--- config.mk ---
export PLATFORM = sky130hd
export DESIGN_NAME = prog_sequencer
export DESIGN_NICKNAME = d
export VERILOG_FILES = /design/src/rtl/prog_sequencer.sv
export SDC_FILE = /design/constraint.sdc
export NUM_CORES = 1
export LEC_CHECK = 0
export BUFFER_PORTS_ARGS = -buffer_cell sky130_fd_sc_hd__clkbuf_2
export CORE_MARGIN = 2
export CORE_UTILIZATION = 30
export CTS_BUF_LIST = sky130_fd_sc_hd__clkbuf_4 sky130_fd_sc_hd__clkbuf_8 sky130_fd_sc_hd__clkbuf_16
export DETAILED_ROUTE_END_ITERATION = 10
export GPL_TIMING_DRIVEN = 0
export SLEW_MARGIN = 20
export SYNTH_ARGS = -nofsm -noshare
export SYNTH_HDL_FRONTEND = slang
export SYNTH_SLANG_ARGS = --single-unit
--- constraint.sdc ---
create_clock -name Clock -period 3.62 [get_ports Clock]
set_input_delay 0.543 -clock Clock [delete_from_list [all_inputs] [get_ports Clock]]
set_output_delay 0.543 -clock Clock [all_outputs]
set_load 0.1 [all_outputs]
--- src/rtl/prog_sequencer.sv ---
// Instruction sequencer: replays a loaded program buffer to the processor
// over its Run/Done handshake, halting after Len instructions or on timeout.
module prog_sequencer #(
  parameter int unsigned AW      = 5,
  parameter int unsigned TIMEOUT = 7
) (
  input  logic          Clock,
  input  logic          Resetn,
  input  logic          WrEn,
  input  logic [AW-1:0] WrAddr,
  input  logic [15:0]   WrData,
  input  logic          Start,
  input  logic [AW:0]   Len,
  input  logic          Done,
  output logic [15:0]   DIN,
  output logic          Run,
  output logic          Busy,
  output logic          Halted,
  output logic          Err,
  output logic [AW-1:0] PC
);

  localparam int unsigned DEPTH = 2 ** AW;
  localparam int unsigned DW    = 16;
  localparam int unsigned CW    = AW + 1;
  localparam int unsigned TW    = $clog2(TIMEOUT + 1);

  typedef enum logic [2:0] {
    S_IDLE,
    S_ISSUE,
    S_WAIT,
    S_HALT,
    S_ERR
  } state_t;

  state_t        state;
  logic [DW-1:0] mem [DEPTH];
  logic [CW-1:0] len_q;
  logic [CW-1:0] cnt_q;
  logic [TW-1:0] tmo_q;

  logic          wr_ok_c;
  logic [AW-1:0] pc_next_c;
  logic [CW-1:0] cnt_next_c;
  logic [TW-1:0] tmo_next_c;
  logic [DW-1:0] first_word_c;

  assign wr_ok_c      = WrEn && (state == S_IDLE || state == S_HALT || state == S_ERR);
  assign pc_next_c    = PC + AW'(1);
  assign cnt_next_c   = cnt_q + CW'(1);
  assign tmo_next_c   = tmo_q + TW'(1);
  // A write landing on the Start edge must be seen by the first issue.
  assign first_word_c = (wr_ok_c && WrAddr == '0) ? WrData : mem[0];

  always_ff @(posedge Clock) begin
    if (wr_ok_c) mem[WrAddr] <= WrData;
  end

  always_ff @(posedge Clock or negedge Resetn) begin
    if (!Resetn) begin
      state  <= S_IDLE;
      DIN    <= '0;
      Run    <= 1'b0;
      Busy   <= 1'b0;
      Halted <= 1'b0;
      Err    <= 1'b0;
      PC     <= '0;
      len_q  <= '0;
      cnt_q  <= '0;
      tmo_q  <= '0;
    end else begin
      case (state)
        S_IDLE, S_HALT, S_ERR: begin
          if (Start) begin
            len_q  <= Len;
            PC     <= '0;
            cnt_q  <= '0;
            Err    <= 1'b0;
            if (Len == '0) begin
              state  <= S_HALT;
              Halted <= 1'b1;
            end else begin
              state  <= S_ISSUE;
              Halted <= 1'b0;
              Run    <= 1'b1;
              Busy   <= 1'b1;
              DIN    <= first_word_c;
            end
          end
        end
        S_ISSUE: begin
          state <= S_WAIT;
          Run   <= 1'b0;
          DIN   <= '0;
          tmo_q <= '0;
        end
        S_WAIT: begin
          if (Done) begin
            PC    <= pc_next_c;
            cnt_q <= cnt_next_c;
            if (cnt_next_c == len_q) begin
              state  <= S_HALT;
              Halted <= 1'b1;
              Busy   <= 1'b0;
            end else begin
              state <= S_ISSUE;
              Run   <= 1'b1;
              DIN   <= mem[pc_next_c];
            end
          end else begin
            tmo_q <= tmo_next_c;
            // PC is left on the instruction that never completed.
            if (tmo_next_c == TW'(TIMEOUT)) begin
              state <= S_ERR;
              Err   <= 1'b1;
              Busy  <= 1'b0;
            end
          end
        end
        default: state <= S_IDLE;
      endcase
    end
  end

endmodule

==> results of run 1 <==
cell usage after synthesis (4+ instances only):
cell type / count / area, um^2
sky130_fd_sc_hd__dfrtp_1: 43 / 1080
sky130_fd_sc_hd__a21oi_1: 9 / 45.0
sky130_fd_sc_hd__nand3_1: 9 / 45.0
sky130_fd_sc_hd__o22a_1: 17 / 149
sky130_fd_sc_hd__nor2_1: 41 / 154
sky130_fd_sc_hd__nand2_1: 17 / 63.8
sky130_fd_sc_hd__a31oi_1: 17 / 106
sky130_fd_sc_hd__inv_1: 7 / 26.3
sky130_fd_sc_hd__edfxtp_1: 512 / 15400
sky130_fd_sc_hd__a222oi_1: 16 / 160
sky130_fd_sc_hd__mux2_2: 54 / 608
sky130_fd_sc_hd__ha_1: 4 / 50.1
sky130_fd_sc_hd__nand4_1: 5 / 31.3
sky130_fd_sc_hd__mux4_2: 128 / 2880
sky130_fd_sc_hd__clkbuf_1: 21 / 78.8
sky130_fd_sc_hd__xor2_1: 6 / 52.6
sky130_fd_sc_hd__o21ai_0: 19 / 95.1
sky130_fd_sc_hd__buf_2: 27 / 135
sky130_fd_sc_hd__mux2i_1: 32 / 320
sky130_fd_sc_hd__a211oi_1: 17 / 128
sequential cells by signal (all words and copies together) (netlist names), 3 cells and up:
register  cells
mem         512
DIN          16
cnt_q         6
len_q         6
PC            5
state         3
tmo_q         3
area by class of cell:
class                           count  area (um^2)
Fill cell                        6648        47000
Buffer                             56          277
Sequential cell                   555        16500
Clock inverter                     34          288
Inverter                            7         26.3
Timing Repair Buffer               88          716
Multi-Input combinational cell    445         5470
Antenna cell                        2         5.00
Clock buffer                       69         1520
Tap cell                          959         1200
worst register-to-register path, cell delays in order (launching register included):
cell                       delay [ns]
sky130_fd_sc_hd__dfrtp_1         0.43
sky130_fd_sc_hd__nor2_1          0.48
sky130_fd_sc_hd__or2_2           0.21
sky130_fd_sc_hd__clkbuf_1        0.46
sky130_fd_sc_hd__nand4_1         0.62
sky130_fd_sc_hd__nor2_2          0.78
sky130_fd_sc_hd__buf_6           0.25
per-stage QoR:
step                setup slack (ns)  power [mW]  TNS (ns)  std cells
floorplan                      0.523        11.7         0       1064
global placement              -0.225        13.4    -74.70       2078
detailed placement            0.0631        13.5         0       2110
CTS                           0.0429        19.2         0       2213
global route                 -0.0625        19.7    -0.864       2213
finish                        0.0851        19.0         0       2215
final timing paths:
kind                                        endpoint  slack (ns)  depth (start not counted)
worst max-delay path            mem[19][9]$_DFFE_PP_        0.09                          6
worst min-delay path            len_q[0]$_DFFE_PN0P_        0.19                          2
worst max register to register  mem[19][9]$_DFFE_PP_        0.09                          6
worst min register to register       Run$_DFFE_PN0P_        0.50                          1
max in group asynchronous         DIN[1]$_DFFE_PN0P_        2.76                          2
min in group asynchronous       cnt_q[1]$_DFFE_PN0P_        0.47                          2
cell usage in the layout, fill, tap and decap left out, drive strengths merged, types with 7 or more instances in the layout:
cell	netlist	layout
a222oi	16	16
dfrtp	43	43
clkinv	0	27
inv	7	8
buf	36	68
a31oi	17	17
a21oi	9	9
nand2	17	17
a211oi	17	17
o22a	17	17
edfxtp	512	512
clkbuf	21	144
nor2	41	41
xor2	7	7
mux2	54	54
nand3	10	10
mux2i	32	32
o21ai	21	21
mux4	128	128
repair_timing:
action | CTS | global route
setup endpoints to repair | 0 | 34
hold buffers | 0 | 1
endpoints found under the hold margin | 0 | 43
resized for setup | 0 | 2
buffers inserted | 0 | 0
per-layer routing:
metal  vias to the layer above  routed length, um
li1                       4778                  -
met1                      6025              22500
met2                       403              26100
met3                       100               4630
met4                        12               1170
met5                         -                 71
power by group through the flow:
stage | Clock [mW] | Sequential, mW | Combinational (mW)
2_1_floorplan | 0 | 8.35 | 3.39
3_3_place_gp | 0 | 7.61 | 5.84
3_5_place_dp | 0 | 7.61 | 5.92
4_1_cts | 5.75 | 7.48 | 5.94
5_1_grt | 5.98 | 7.51 | 6.20
6_report | 5.63 | 7.50 | 5.85
cells by family (layout without fill, tap and decap cells):
kind of cell	Yosys count	after routing	synth area share
and+or+nand+nor	103	103	0.0238
AOI/OAI and AO/OA	110	110	0.0366
other	0	2	0
xor gates and xnor gates	13	13	0.00741
buffers and inverters	64	254	0.0139
muxes	214	214	0.172
adders and majority gates	5	5	0.00271
DFF	555	555	0.743
==> results.sh, run 1 <==
export IMPL_number_of_enable_type_register_cells_in_the_synthesized_netlist=512
export IMPL_grt_max_degree=44
export IMPL_drtIter0Drc=1239
export IMPL_timing_critical_path_slowest_stage_cell="sky130_fd_sc_hd__nor2_2"
export IMPL_utilization=0.356
export IMPL_setup_violations_final=0
export IMPL_detail_route_wirelength_mm=54.5
export IMPL_r2r_start="state[0]$_DFFE_PN0P_"
export IMPL_clock_tree_buffer_depth=3
export IMPL_die_w_um=276
export IMPL_synthDistinctLibCells=59
export IMPL_syn_num_nets=1100
export IMPL_met3_layer_usage_reported_by_global_route=0.0395
export IMPL_worst_setup_hold_path_clk_slew_ns=0.06
export IMPL_detail_route_drc_violations=0
export IMPL_setup_repair_after_global_routing_missed_its_margin="true"
export IMPL_intPower_mw=12.7
export IMPL_critical_path_n_buffers_inverters=2
export IMPL_grt_util_met2=0.232
export IMPL_hp_class="in -> reg"
export IMPL_finish_instance_area_mm2=0.0259
export IMPL_cp_end_kind="flip-flop"
export IMPL_tightestPinTransition_ns=1.01
export IMPL_timing_critical_path_arrival_ns=3.85
export IMPL_area_growth_synth_to_final_pct=17.2
export IMPL_dp_final_hpwl_mm=36.4
export IMPL_effective_utilization_at_floorplan=0.303
export IMPL_drv_max_cap_violation_count=0
export IMPL_ys_flop_type="sky130_fd_sc_hd__edfxtp_1"
export IMPL_final_nets=1246
export IMPL_layer_with_the_highest_usage_after_global_routing="met2"
export IMPL_cts_htree_levels=2
export IMPL_clk_latency_ns=0.63
export IMPL_synthesized_area_per_cell_um2=20.8
export IMPL_synthCells=1064
export IMPL_drive_gt1_frac=0.345
export IMPL_chipHeight_um=276
export IMPL_crit_fanout=10
export IMPL_netlist_area_mm2=0.0221
export IMPL_vdd_ir_drop_worst_v=0.000833
export IMPL_final_hold_viol_count=0
export IMPL_power_leakage_nw=8.37
export IMPL_postPlaceCellArea_mm2=0.0241
export IMPL_antenna_violations_before_repair=6
export IMPL_floorplan_die_area_mm2=0.0760
export IMPL_final_period_minus_worst_setup_slack_ns=3.53
export IMPL_grt_overflow_total=0
export IMPL_globalplace_congestion=0.892
export IMPL_worst_hold_slack_ns=0.190
export IMPL_switching_power_mw=6.22
export IMPL_total_via_count_in_the_routed_design=11318
export IMPL_ys_async_sr_fraction=0.0775
export IMPL_via_count_of_the_first_global_routing_pass=11359
export IMPL_yosys_register_bits=555
export IMPL_period_share=0.976
export IMPL_pwr_share_comb=0.308
export IMPL_gr_usage_met1=0.192
export IMPL_port_buffer_count=55
export IMPL_clock_skew_ns=0.0245
export IMPL_worstPathCellList="nor2_1 > or2_2 > clkbuf_1 > nand4_1 > nor2_2 > buf_6"
export IMPL_power_density_cell_area_mw_per_mm2=731
export IMPL_seq_power_share=0.395
export IMPL_worst_path_dominant_cell_family="simple AND/OR/NAND/NOR gates"
export IMPL_number_of_ports_placed_on_the_die_boundary=57
export IMPL_ant_nets=0
export IMPL_1st_pass_router_iterations=8
export IMPL_synth_seq_area_share=0.743
export IMPL_cts_tree="done"
export IMPL_placement_rows=99
export IMPL_core_mm2=0.0730
export IMPL_fmaxAchievable_ghz=0.283
export IMPL_hp_start="Len[0]"
export IMPL_report_final_slew_viol_count=0
export IMPL_average_detailed_routed_wire_length_per_instance_um=24.6
export IMPL_timing_max_slew_rel_slack=0.325
export IMPL_cp_start_kind="flip-flop"
export IMPL_wire_length_of_the_first_global_routing_pass_mm=78.6
export IMPL_swShare=0.328
export IMPL_cts_made_buffers=57
export IMPL_viasPerCell=5.11
export IMPL_pwr_share_clk=0.297
export IMPL_worst_path_largest_cell_delay_ns=0.78
export IMPL_cts_root_buffer_cell="sky130_fd_sc_hd__clkbuf_16"
export IMPL_globalRouteTotalUtil=0.144
export IMPL_worst_endpoint_required_ns=3.93
export IMPL_ys_warnings_count=0
export IMPL_tritoncts_num_sinks=555
export IMPL_run_status="complete, no violations"
export IMPL_critical_path_startpoint="state[0]$_DFFE_PN0P_"
export IMPL_critPathKind="reg -> reg"
(Power assumes the default switching activity.)
==> inputs of run 2 (changes only) <==
- BUFFER_PORTS_ARGS: -buffer_cell sky130_fd_sc_hd__clkbuf_2 -> -buffer_cell sky130_fd_sc_hd__buf_2
==> results.sh, run 2 (same netlist as run 1, synthesis figures left out) <==
export IMPL_core_mm2=0.0730
export IMPL_worst_endpoint_required_ns=3.93
export IMPL_ant_nets=0
export IMPL_cp_start_kind="flip-flop"
export IMPL_floorplan_die_area_mm2=0.0760
export IMPL_swShare=0.325
export IMPL_preCtsSetupSlack_ns=0.0987
export IMPL_drtIter0Drc=1252
export IMPL_viasPerCell=5.04
export IMPL_vdd_ir_drop_worst_v=0.00104
export IMPL_timing_critical_path_arrival_ns=3.80
export IMPL_cts_made_buffers=56
export IMPL_cp_end_kind="flip-flop"
export IMPL_fmaxAchievable_ghz=0.286
export IMPL_timing_critical_path_slowest_stage_cell="sky130_fd_sc_hd__nor2_2"
export IMPL_timing_max_slew_rel_slack=0.350
export IMPL_die_w_um=276
export IMPL_cts_root_buffer_cell="sky130_fd_sc_hd__clkbuf_16"
export IMPL_globalplace_congestion=0.891
export IMPL_total_via_count_in_the_routed_design=11174
export IMPL_placed_cells_incl_taps=2110
export IMPL_worst_setup_hold_path_clk_slew_ns=0.06
export IMPL_dp_final_hpwl_mm=36.6
export IMPL_power_leakage_nw=8.37
export IMPL_detail_route_drc_violations=0
export IMPL_placement_rows=99
export IMPL_clk_latency_ns=0.61
export IMPL_pwr_share_clk=0.296
export IMPL_m1WireLength_mm=22.2
export IMPL_flip_flop_count_of_the_largest_register_after_layout=512
export IMPL_max_flop_register="mem"
export IMPL_tightestPinTransition_ns=0.975
export IMPL_tritoncts_num_sinks=555
export IMPL_hp_class="in -> reg"
export IMPL_report_final_slew_viol_count=0
export IMPL_port_buffer_count=55
export IMPL_finalWorstSetupSlack_ns=0.125
export IMPL_globalRouteTotalUtil=0.144
export IMPL_wire_length_of_the_first_global_routing_pass_mm=78.6
export IMPL_cts_tree="done"
export IMPL_met2_wirelength_mm=25.8
export IMPL_drive_gt1_frac=0.348
export IMPL_final_period_minus_worst_setup_slack_ns=3.49
export IMPL_final_nets=1245
export IMPL_most_common_cell_after_layout_fill_and_taps_aside="sky130_fd_sc_hd__edfxtp_1"
export IMPL_layout_cells_most_common_list="sky130_fd_sc_hd__edfxtp_1, sky130_fd_sc_hd__mux4_2, sky130_fd_sc_hd__buf_2"
export IMPL_area_growth_synth_to_final_pct=17.0
export IMPL_number_of_ports_placed_on_the_die_boundary=57
export IMPL_setup_repair_after_global_routing_missed_its_margin="false"
export IMPL_pwr_share_comb=0.309
export IMPL_final_hold_viol_count=0
export IMPL_setup_violations_final=0
export IMPL_met3_routed_length_mm=4.95
export IMPL_post_cts_buffers=0
export IMPL_detail_route_wirelength_mm=54.2
export IMPL_intPower_mw=12.8
export IMPL_crit_fanout=9
export IMPL_run_status="complete, no violations"
export IMPL_average_detailed_routed_wire_length_per_instance_um=24.4
export IMPL_cts_htree_levels=2
export IMPL_antenna_violations_before_repair=10
export IMPL_seq_power_share=0.395
export IMPL_1st_pass_router_iterations=6
export IMPL_top_layer="met5"
export IMPL_worst_path_largest_cell_delay_ns=0.72
export IMPL_via_count_of_the_first_global_routing_pass=11462
export IMPL_finalSetupTns_ns=0
export IMPL_grt_overflow_total=0
export IMPL_fillerInstances=6716
export IMPL_clock_skew_ns=0.0164
export IMPL_layoutNonFillerInstCount=2217
export IMPL_worstPathCellList="nor2_1 > or2_2 > clkbuf_1 > nand4_1 > nor2_2 > buf_6"
export IMPL_period_share=0.965
export IMPL_worst_hold_slack_ns=0.182
export IMPL_clock_tree_buffer_depth=3
export IMPL_grt_max_degree=44
export IMPL_chipHeight_um=276
export IMPL_top_regs="mem (512), DIN (16)"
export IMPL_power_density_cell_area_mw_per_mm2=731
export IMPL_switching_power_mw=6.15
export IMPL_drv_max_cap_violation_count=0
export IMPL_power_mw=18.9
export IMPL_effective_utilization_at_floorplan=0.303
export IMPL_critPathKind="reg -> reg"
==> run 2: cell count changes in the layout (fill, tap and decap cells not counted), moves of 2 or more <==
cell and change:
sky130_fd_sc_hd__clkbuf_4 +6, sky130_fd_sc_hd__clkbuf_8 +4, sky130_fd_sc_hd__nor2_4 -2, sky130_fd_sc_hd__clkinvlp_4 -2, sky130_fd_sc_hd__clkinv_2 -2, sky130_fd_sc_hd__clkbuf_2 -54, sky130_fd_sc_hd__clkinv_1 -4, sky130_fd_sc_hd__nor2_2 +2
sky130_fd_sc_hd__buf_8 -5, sky130_fd_sc_hd__buf_2 +54, sky130_fd_sc_hd__diode_2 +2, sky130_fd_sc_hd__buf_6 +5, sky130_fd_sc_hd__clkinv_16 -2
==> run 2: timing repair <==
item | CTS | global route
setup endpoints to repair | 0 | 2
hold endpoints to repair | 0 | 43
gates resized for setup | 0 | 0
hold buffers | 0 | 1
==> run 2: metrics by stage <==
step                utilization  area (um^2)
finish                    0.355        25900
global route              0.355        25900
CTS                       0.355        25900
detailed placement        0.330        24100
global placement          0.324        23600
floorplan                     -        22100
==> run 2: final timing paths <==
| check | from | endpoint | slack [ns] | depth (start not counted) |
|---|---|---|---|---|
| min reg2reg | Run$_DFFE_PN0P_ | Run$_DFFE_PN0P_ | 0.49 | 1 |
| max reg2reg | state[0]$_DFFE_PN0P_ | mem[7][11]$_DFFE_PP_ | 0.13 | 6 |
| min in group asynchronous | Resetn | PC[0]$_DFFE_PN0P_ | 0.47 | 2 |
| min | Len[3] | len_q[3]$_DFFE_PN0P_ | 0.18 | 2 |
| max in group asynchronous | Resetn | DIN[1]$_DFFE_PN0P_ | 2.75 | 2 |
| max | state[0]$_DFFE_PN0P_ | mem[7][11]$_DFFE_PP_ | 0.13 | 6 |
==> run 2: worst max-delay path, delay by kind of cell (launching register included) <==
family	cells	cell delay [ns]
AND/OR/NAND/NOR	4	2.04
buffers and inverters	2	0.72
flip-flops	1	0.43
==> run 2: routing by layer <==
layer	vias up	GRT usage
li1	4778	-
met1	5890	0.190
met2	395	0.231
met3	93	0.0460
met4	18	0.0374
met5	-	0
==> run 2: cell type report <==
| type | count | area, um^2 | share of cell area |
|---|---|---|---|
| clock inverter | 24 | 166 | 0.00643 |
| buffer | 56 | 277 | 0.0107 |
| multi-input combinational | 445 | 5460 | 0.211 |
| inverter | 7 | 26.3 | 0.00101 |
| sequential | 555 | 16500 | 0.635 |
| clock buffer | 79 | 1620 | 0.0624 |
| antenna | 4 | 10.0 | 0.000386 |
| timing repair buffer | 88 | 697 | 0.0269 |
| tap | 959 | 1200 | 0.0463 |
==> run 2: power groups by stage <==
| stage | registers [mW] | logic (mW) | clock network, mW |
|---|---|---|---|
| after floorplan | 8.35 | 3.39 | 0 |
| after global placement | 7.60 | 5.83 | 0 |
| after detailed placement | 7.61 | 5.90 | 0 |
| after CTS | 7.48 | 5.92 | 5.72 |
| after global routing | 7.50 | 6.21 | 5.97 |
| final | 7.49 | 5.85 | 5.60 |
